### config.mk
export PLATFORM = sky130hd
export DESIGN_NAME = imem_loader
export DESIGN_NICKNAME = d
export VERILOG_FILES = /design/src/rtl/imem_loader_pkg.sv /design/src/rtl/word_byte_serializer.sv /design/src/rtl/imem_loader.sv
export SDC_FILE = /design/constraint.sdc
export NUM_CORES = 1
export LEC_CHECK = 0
export ABC_CLOCK_PERIOD_IN_PS = 3000
export CAP_MARGIN = 20
export CORE_ASPECT_RATIO = 1.5
export CORE_MARGIN = 2
export CORE_UTILIZATION = 40
export CTS_CLUSTER_SIZE = 40
export DETAILED_ROUTE_END_ITERATION = 8
export MAX_ROUTING_LAYER = met4
export PLACE_DENSITY = 0.77
export SYNTH_ARGS = -nofsm -noshare
export SYNTH_HDL_FRONTEND = slang
export SYNTH_SLANG_ARGS = --single-unit
### constraint.sdc
create_clock -name clk -period 3 [get_ports clk]
set_clock_uncertainty 0.1 [all_clocks]
set_input_delay 0.75 -clock clk [delete_from_list [all_inputs] [get_ports clk]]
set_output_delay 0.75 -clock clk [all_outputs]
set_load 0.02 [all_outputs]
### src/rtl/imem_loader_pkg.sv
// Shared types and constants for the instruction-memory loader.
// The loader turns a stream of 32-bit words into big-endian byte writes.
package imem_loader_pkg;

    localparam int BYTES_PER_WORD = 4;
    localparam int MEM_BYTES_DEF  = 1024;

    typedef enum logic [1:0] {
        ST_LOAD  = 2'd0,
        ST_WRITE = 2'd1,
        ST_DONE  = 2'd2,
        ST_OVF   = 2'd3
    } state_e;

endpackage

### src/rtl/word_byte_serializer.sv
// Splits one 32-bit word into four byte beats, MSB first, one beat per cycle.
// The byte output is a register, so it holds its last value once the beats end.
module word_byte_serializer
    import imem_loader_pkg::*;
(
    input  logic        clk_i,
    input  logic        rst_ni,
    input  logic        start_i,
    input  logic [31:0] word_i,
    output logic        we_o,
    output logic [7:0]  byte_o,
    output logic        last_beat_o
);

    logic        we_q;
    logic [7:0]  byte_q;
    logic [23:0] rest_q;
    logic [1:0]  beat_q;

    always_ff @(posedge clk_i or negedge rst_ni) begin
        if (!rst_ni) begin
            we_q   <= 1'b0;
            byte_q <= 8'h00;
            rest_q <= 24'h0;
            beat_q <= 2'd0;
        end else if (start_i) begin
            we_q   <= 1'b1;
            byte_q <= word_i[31:24];
            rest_q <= word_i[23:0];
            beat_q <= 2'd0;
        end else if (we_q) begin
            beat_q <= beat_q + 2'd1;
            rest_q <= {rest_q[15:0], 8'h00};
            // After the final beat the byte is held rather than shifted in as zero.
            if (beat_q == 2'(BYTES_PER_WORD - 1)) begin
                we_q <= 1'b0;
            end else begin
                byte_q <= rest_q[23:16];
            end
        end
    end

    assign we_o        = we_q;
    assign byte_o      = byte_q;
    assign last_beat_o = we_q && (beat_q == 2'(BYTES_PER_WORD - 1));

endmodule

### src/rtl/imem_loader.sv
// Loads a program word-by-word into byte-wide instruction memory, holding the
// CPU in reset until the last word lands or the memory overflows.
module imem_loader
    import imem_loader_pkg::*;
#(
    parameter int MEM_BYTES = MEM_BYTES_DEF,
    parameter int ADDR_W    = 10
) (
    input  logic              clk,
    input  logic              reset,
    input  logic              in_valid,
    input  logic [31:0]       in_data,
    input  logic              in_last,
    output logic              in_ready,
    input  logic              restart,
    output logic              mem_we,
    output logic [ADDR_W-1:0] mem_addr,
    output logic [7:0]        mem_wdata,
    output logic              cpu_reset,
    output logic              done,
    output logic              overflow,
    output logic [ADDR_W-2:0] word_count
);

    localparam int WC_W = ADDR_W - 1;
    localparam logic [WC_W-1:0] WORDS_MAX = WC_W'(MEM_BYTES / BYTES_PER_WORD);

    state_e            state_q;
    logic [WC_W-1:0]   wc_q;
    logic [WC_W-1:0]   wc_d;
    logic [ADDR_W-1:0] addr_q;
    logic              in_ready_q;
    logic              cpu_reset_q;
    logic              done_q;
    logic              ovf_q;
    logic              last_q;
    logic              xfer;
    logic              ser_last_beat;

    // in_ready_q is only ever high in LOAD, so it alone qualifies a transfer.
    assign xfer = in_valid && in_ready_q;
    assign wc_d = wc_q + WC_W'(1);

    word_byte_serializer u_ser (
        .clk_i       (clk),
        .rst_ni      (reset),
        .start_i     (xfer),
        .word_i      (in_data),
        .we_o        (mem_we),
        .byte_o      (mem_wdata),
        .last_beat_o (ser_last_beat)
    );

    always_ff @(posedge clk or negedge reset) begin
        if (!reset) begin
            state_q     <= ST_LOAD;
            wc_q        <= '0;
            addr_q      <= '0;
            in_ready_q  <= 1'b0;
            cpu_reset_q <= 1'b1;
            done_q      <= 1'b0;
            ovf_q       <= 1'b0;
            last_q      <= 1'b0;
        end else begin
            unique case (state_q)
                ST_LOAD: begin
                    in_ready_q <= 1'b1;
                    if (xfer) begin
                        state_q    <= ST_WRITE;
                        in_ready_q <= 1'b0;
                        last_q     <= in_last;
                        addr_q     <= ADDR_W'({wc_q, 2'b00});
                    end
                end
                ST_WRITE: begin
                    if (ser_last_beat) begin
                        wc_q <= wc_d;
                        // A word flagged last wins even if it exactly fills memory.
                        if (last_q) begin
                            state_q     <= ST_DONE;
                            done_q      <= 1'b1;
                            cpu_reset_q <= 1'b0;
                        end else if (wc_d == WORDS_MAX) begin
                            state_q <= ST_OVF;
                            ovf_q   <= 1'b1;
                        end else begin
                            state_q    <= ST_LOAD;
                            in_ready_q <= 1'b1;
                        end
                    end else begin
                        addr_q <= addr_q + ADDR_W'(1);
                    end
                end
                ST_DONE, ST_OVF: begin
                    if (restart) begin
                        state_q     <= ST_LOAD;
                        wc_q        <= '0;
                        in_ready_q  <= 1'b1;
                        cpu_reset_q <= 1'b1;
                        done_q      <= 1'b0;
                        ovf_q       <= 1'b0;
                    end
                end
                default: state_q <= ST_LOAD;
            endcase
        end
    end

    assign in_ready   = in_ready_q;
    assign mem_addr   = addr_q;
    assign cpu_reset  = cpu_reset_q;
    assign done       = done_q;
    assign overflow   = ovf_q;
    assign word_count = wc_q;

endmodule

==> results.md, run 1 <==
- Total Routed Length: around 7 mm
- Worst Tran Pin Value: a little under 0.7 ns
- Post-CTS Setup Bufs: 0
- RD Place Congestion: about 0.86
- Setup WS post-layout: 0.615 ns
- CP cell instances: clkdlybuf4s50_1
- Die Width: around 75 um
- DR iter-0 viols: ~160
- Die height: between 100 and 150 um
- Antenna Cells: 0
- Critical path launch point type: flip-flop
- Setup crit end kind: output pin
- Starting density of the core: 0.415
- First-pass GRT wire length: between 10 and 15 mm
- Post-CTS sizing: 0
- Worst-path clk slew: ~0.07 ns
- Worst skew pair latency: 0.34 ns
- Final Setup Violations: 0
- Top sig layer: met4
- Post-Synthesis Mean Instance Area: roughly 9.0 um2
- Kind of cell adding the most delay to the critical path: buffers and inverters
- Root buffer cell: clkbuf_8
- GRT Util Overall: 0.194
- #FFs+latches synth: 61
- Post-synthesis cell area: just over 3000 um2
- Pwr Density: around 1000 nW/um2
- Die ar.: 8270 um2
- Critical path required time: roughly 2.2 ns
- Setup CP Type: reg -> out
- Crit path launch: word_count[1]
- Vias: approximately 2700
- MaxCap Viol Count: 0
- Core ar.: between 7000 and 8000 um2
- Crit-path slowest cell: clkdlybuf4s50_1
- Final net count: around 440
- Crit path largest cell delay: approximately 0.67 ns
- Port bufs: between 60 and 70
- Routed wire length per instance: between 10 and 15 um
- Hold Buf Count CTS: 0
- Place WS: between 0.6 and 0.7 ns
- Drt first pass iters: 4
- M1 WL: between 3 and 4 mm
- Reg-to-reg critical path startpoint: word_count[1]
- CTS tree: done
- WP buf/inv: 1
- Unrepaired setup endpoints after global routing: false
- Share of cells above drive strength 1: 0.0786
- CTS Buffer Depth: 2
- CP Max Fanout: 8
- Syn. warnings: 0
- HPWL Detailed: between 5 and 6 mm
- Flop-to-flop setup slack: 0.70 ns
- Drt via density: ~5.3
- Syn nets: between 300 and 400
- Yosys cell types: 41
- HP Class: in -> async
- DRC: 0
- Final setup TNS: 0 ns
- Antenna Nets Post-Route: 0
- Vias in the first global route: 2561
- Post-synthesis sequential area ratio: 0.506
- Worst vdd ir: around 510 uV
- Main flop type after synthesis: dfrtp_1
- Slew Limit Headroom: 0.537
- Status: finished clean
- I/O Pins: roughly 70
- # clock sinks: between 60 and 70
- Area growth syn-to-layout: 31.6%
- Fillers: 678
- Met3 wire length: slightly below 400 um
- Initial antenna violation count: 0
- # rows: 38
- Ys async rst share: 1.00
- Endpoints failing hold: 0
- Final Cycle Share: 0.795
- Slew Limit Fails: 0
- Num CTS Buffers: 9
- Max Fclk: 419 MHz
- Leakage: 0.00176 uW
- Clock period minus worst slack: approximately 2.4 ns
- EDFF count, synth: 0
- CTS HTree Levels: 3
- Mapped Cells: between 300 and 400
- Largest net degree at the start of global routing: 51
- DR WL met2: roughly 3.7 mm
- Worst Path Arrival: ~1.5 ns
- Overflow after GRT: 0
## registers in the layout (all words and copies together) (netlist names)
signal,flops
cpu_reset,1
done,1
in_ready,1
last_q,1
mem_addr,10
overflow,1
state_q,2
u_ser.beat_q,2
u_ser.byte_o,8
u_ser.rest_q,24
u_ser.we_o,1
word_count,9
## layer usage
layer,up-vias,GRT usage
met1,1259,0.235
met4,0,0.0727
li1,1312,-
met2,105,0.308
met3,11,0.0536
met5,-,-
## cell type report
class                           count  area (um2)  share of cell area
Clock buffer                       10         138              0.0346
Clock inverter                      5        27.5             0.00693
Inverter                            3        11.3             0.00283
Multi-Input combinational cell    251        1390               0.349
Sequential cell                    61        1530               0.385
Tap cell                          100         125              0.0315
Timing Repair Buffer               77         756               0.190
## cell families (layout without fill, tap and decap cells)
family                     count (synthesis)  count (layout)  share of synthesized area
and+or+nand+nor                          138             138                      0.201
AOI/OAI and AO/OA                         87              87                      0.170
DFF                                       61              61                      0.506
buffers and inverters                     24              95                     0.0340
muxes                                     20              20                     0.0667
adders and majority gates                  4               4                     0.0166
xor gates and xnor gates                   2               2                    0.00581
## final timing paths
kind | end | depth (start not counted)
setup / recovery | word_count[1] | 1
setup reg to reg | in_ready | 6
max in group asynchronous | cpu_reset | 2
hold / removal | word_count[3] | 1
min in group clk | done | 2
hold reg to reg | done | 2
## through the flow
| stage | instance area [um2] | util | hold WS [ns] | power [uW] | std cells |
|---|---|---|---|---|---|
| after floorplan | 3020 | - | 0.354 | 2630 | 336 |
| after global placement | 3810 | 0.523 | 0.365 | 3330 | 492 |
| after detailed placement | 3810 | 0.523 | 0.372 | 3400 | 492 |
| after CTS | 3970 | 0.546 | 0.364 | 4030 | 507 |
| after global routing | 3970 | 0.546 | 0.391 | 4300 | 507 |
| final | 3970 | 0.546 | 0.355 | 4010 | 507 |
## cell usage after synthesis (2+ instances only)
cell | number | area share
clkbuf_1 | 10 | 0.012
and3_1 | 3 | 0.0062
nor2_1 | 18 | 0.022
a31oi_1 | 9 | 0.019
dfrtp_1 | 60 | 0.50
o31ai_1 | 3 | 0.0075
xnor2_1 | 2 | 0.0058
nor2b_1 | 3 | 0.0062
o21ai_0 | 35 | 0.058
nand2b_1 | 4 | 0.0083
nand2_1 | 78 | 0.097
a21oi_1 | 22 | 0.036
mux2i_1 | 19 | 0.063
ha_1 | 4 | 0.017
nand3_1 | 23 | 0.038
a2bb2oi_1 | 2 | 0.0058
nor3_1 | 2 | 0.0033
o22ai_1 | 5 | 0.010
inv_1 | 2 | 0.0025
a21o_1 | 2 | 0.0050
buf_2 | 10 | 0.017
## report_power, final
group | internal (uW) | leakage [uW] | total (uW) | switching, uW
registers | 1180 | 0.000761 | 1570 | 386
logic | 863 | 0.000915 | 1820 | 958
clock network | 311 | 0.0000877 | 622 | 311
total | 2350 | 0.00176 | 4010 | 1660
## placed cells by master, fill, tap and decap left out, types with 3 or more instances in the layout
| master | synthesis | final |
|---|---|---|
| nand2_1 | 78 | 78 |
| mux2i_1 | 19 | 19 |
| and3_1 | 3 | 3 |
| o31ai_1 | 3 | 3 |
| a21oi_1 | 22 | 22 |
| buf_4 | 0 | 8 |
| clkbuf_8 | 0 | 10 |
| ha_1 | 4 | 4 |
| a31oi_1 | 9 | 9 |
| nand3_1 | 23 | 23 |
| dfrtp_1 | 60 | 60 |
| nor2_1 | 18 | 18 |
| o21ai_0 | 35 | 35 |
| nor2b_1 | 3 | 3 |
| clkdlybuf4s50_1 | 0 | 67 |
| nand2b_1 | 4 | 4 |
| o22ai_1 | 5 | 5 |
| clkinv_2 | 0 | 4 |
No activity file was read; power rests on OpenSTA's default activity.
==> inputs of run 2 (changes only) <==
Settings changed: ABC_CLOCK_PERIOD_IN_PS 3000 to 2100, PLACE_DENSITY 0.77 to 0.8.
Clock period 3 ns to 2.1 ns, I/O delays scaled along.
==> run 2 against run 1 <==
Utilization is 1.4 points higher. Clock-buffer cell count is 1 higher. Non-clock buffer count is 8 higher. Critical path depth stayed put. Critical endpoint is now in_ready. Clock power is 69% higher. Die area stayed put. Global-route usage is 0.28 points higher. Sequential power is 39% higher. Worst setup slack worse by 0.56 ns. Largest cell class unchanged. First-iteration DRC count is 16% higher.
==> results.md, run 2 (same netlist as run 1, synthesis figures left out) <==
- Status: finished clean
- Area growth syn-to-layout: 35.0%
- Combinational share of power: 0.450
- DRC: 0
- Final Non-Filler Cells: around 520
- Overflow after GRT: 0
- WP buf/inv: 1
- CP Max Fanout: 6
- Net Sw Frac: 0.401
- Antenna Nets Post-Route: 0
- Vias in the first global route: roughly 2700
- Die height: 110 um
- Final Setup Violations: 0
- # clock sinks: 61
- Vias: 2767
- Kind of cell adding the most delay to the critical path: buffers and inverters
- Flop-to-flop setup slack: 0.13 ns
- GRT met1 Usage: 0.225
- HP Class: reg -> reg
- Antenna Cells: 0
- Port bufs: 68
- Clock network power share: 0.179
- Setup CP Type: reg -> out
- Final Cycle Share: 0.976
- Worst Path Arrival: 1.43 ns
- Worst-case reg-to-reg path depth: 6
- Slew Limit Fails: 0
- Post-CTS Setup Bufs: 0
- Met3 GRT Util: 0.0309
- Drt via density: 5.37
- Dpl cell area: 3860 um2
- Crit path largest cell delay: between 0.6 and 0.7 ns
- Fillers: just over 600
- Starting density of the core: 0.415
- Setup WS post-layout: slightly below 0.05 ns
- CTS HTree Levels: 3
- Tot Pwr: 5890 uW
- Drt first pass iters: 4
- Endpoints failing hold: 0
- Placed Instances: approximately 500
- Hold endpoint: done
- Max Fclk: approximately 490 MHz
- Most frequent cells in the layout: 78 x nand2_1, 57 x clkdlybuf4s50_1, 56 x dfrtp_1
- Core ar.: ~7300 um2
- CP cell instances: clkdlybuf4s50_1
- Worst-path clk slew: 0.07 ns
- Num CTS Buffers: 9
- Reg-to-reg critical path startpoint: word_count[1]
- Unrepaired setup endpoints after global routing: false
- Worst Tran Pin Value: 0.459 ns
- Net Switching: 2360 uW
- DR iter-0 viols: between 150 and 200
- Worst vdd ir: roughly 830 uV
- GRT Util Overall: 0.197
- RD Place Congestion: between 0.8 and 0.9
- # rows: 38
- Setup crit end kind: output pin
- Leakage: 0.00187 uW
- Final instance area: roughly 4000 um2
- Largest net degree at the start of global routing: ~50
- Total Routed Length: slightly above 7 mm
- Die Width: between 70 and 80 um
- Final net count: between 400 and 500
- Met2 usage: 0.330
- R2r endpoint: in_ready
- Commonest non-fill, non-tap cell in the layout: nand2_1
- Share of cells above drive strength 1: 0.106
- Largest register FFs: 24
- Worst skew pair latency: around 0.34 ns
- Critical path launch point type: flip-flop
- Final setup TNS: 0 ns
- First-pass GRT wire length: 12.1 mm
- Die ar.: between 8000 and 9000 um2
- P_int: 3530 uW
- Critical path required time: between 1 and 1.5 ns
- I/O Pins: 69
- Biggest register: u_ser.rest_q
- CTS tree: done
- Crit-path slowest cell: clkdlybuf4s50_1
- Sequential Power Share: 0.371
- Routed wire length per instance: 13.9 um
- Root buffer cell: clkbuf_8
- Worst Hold Launch: done
- Clock period minus worst slack: 2.05 ns
- MaxCap Viol Count: 0
- Place WS: about 0.028 ns
- Pwr Density: between 1000 and 1500 nW/um2
- Initial antenna violation count: 0
- Gr busiest metal: met2
- Slew Limit Headroom: 0.693
- CTS Buffer Depth: 2
- Worst hold path depth: 2
- HPWL Detailed: ~5.2 mm
==> run 2: cell count changes in the layout (fill, tap and decap cells not counted), sizes merged <==
| cell | delta |
|---|---|
| clkinv | -2 |
| buf | +7 |
| clkbuf | +1 |
| bufinv | +1 |
| dlygate4sd3 | +1 |
| dlymetal6s2s | +3 |
| dlygate4sd2 | +7 |
| clkdlybuf4s50 | -10 |
==> run 2: area by class of cell <==
class / count / area, um2 / share of cell area
flip-flops and latches: 61 / 1530 / 0.376
inverters: 3 / 11.3 / 0.00276
repair buffers: 85 / 817 / 0.200
clock inverters: 4 / 47.5 / 0.0117
clock buffers: 11 / 151 / 0.0372
multi-input cells: 251 / 1390 / 0.341
well taps: 100 / 125 / 0.0307
==> run 2: power groups by stage <==
stage                     Sequential (uW)  Combinational [uW]  Clock [uW]
after CTS                            2180                2680        1070
after floorplan                      2430                1330           0
after detailed placement             2200                2720           0
after global placement               2180                2640           0
after global routing                 2260                2940        1120
final                                2190                2650        1050
==> run 2: tightest hold or removal path: stages, from the launching register on <==
cell and delay [ns]:
dfrtp_1 0.34, nand2_1 0.05, nand2_1 0.06
==> run 2: per-layer routing <==
metal | vias up | part of all wire
li1 | 1328 | -
met1 | 1311 | 0.40
met2 | 110 | 0.52
met3 | 18 | 0.053
met4 | 0 | 0.026
met5 | - | 0
==> run 2: metrics by stage <==
stage	utilization	hold slack, ns
final	0.560	0.380
after global routing	0.560	0.421
after CTS	0.559	0.382
after detailed placement	0.531	0.343
after global placement	0.531	0.341
after floorplan	-	0.129
==> run 2: how the worst max path moves through the flow <==
stage                        startpoint             to  slack [ns]  cells past startpoint
after floorplan           word_count[0]       in_ready        0.03                      6
after global placement         in_valid    mem_addr[8]        0.05                      6
after detailed placement       in_valid    mem_addr[8]        0.03                      6
after CTS                 word_count[0]  word_count[0]       0.003                      2
after global routing           in_ready       in_ready       0.007                      1
final                          in_ready       in_ready        0.05                      1
==> run 2: what timing repair did <==
action,in CTS,in global routing
setup endpoints to repair,9,5
hold endpoints to repair,12,0
resized for setup,9,4
gates cloned,0,0
hold buffers,1,0
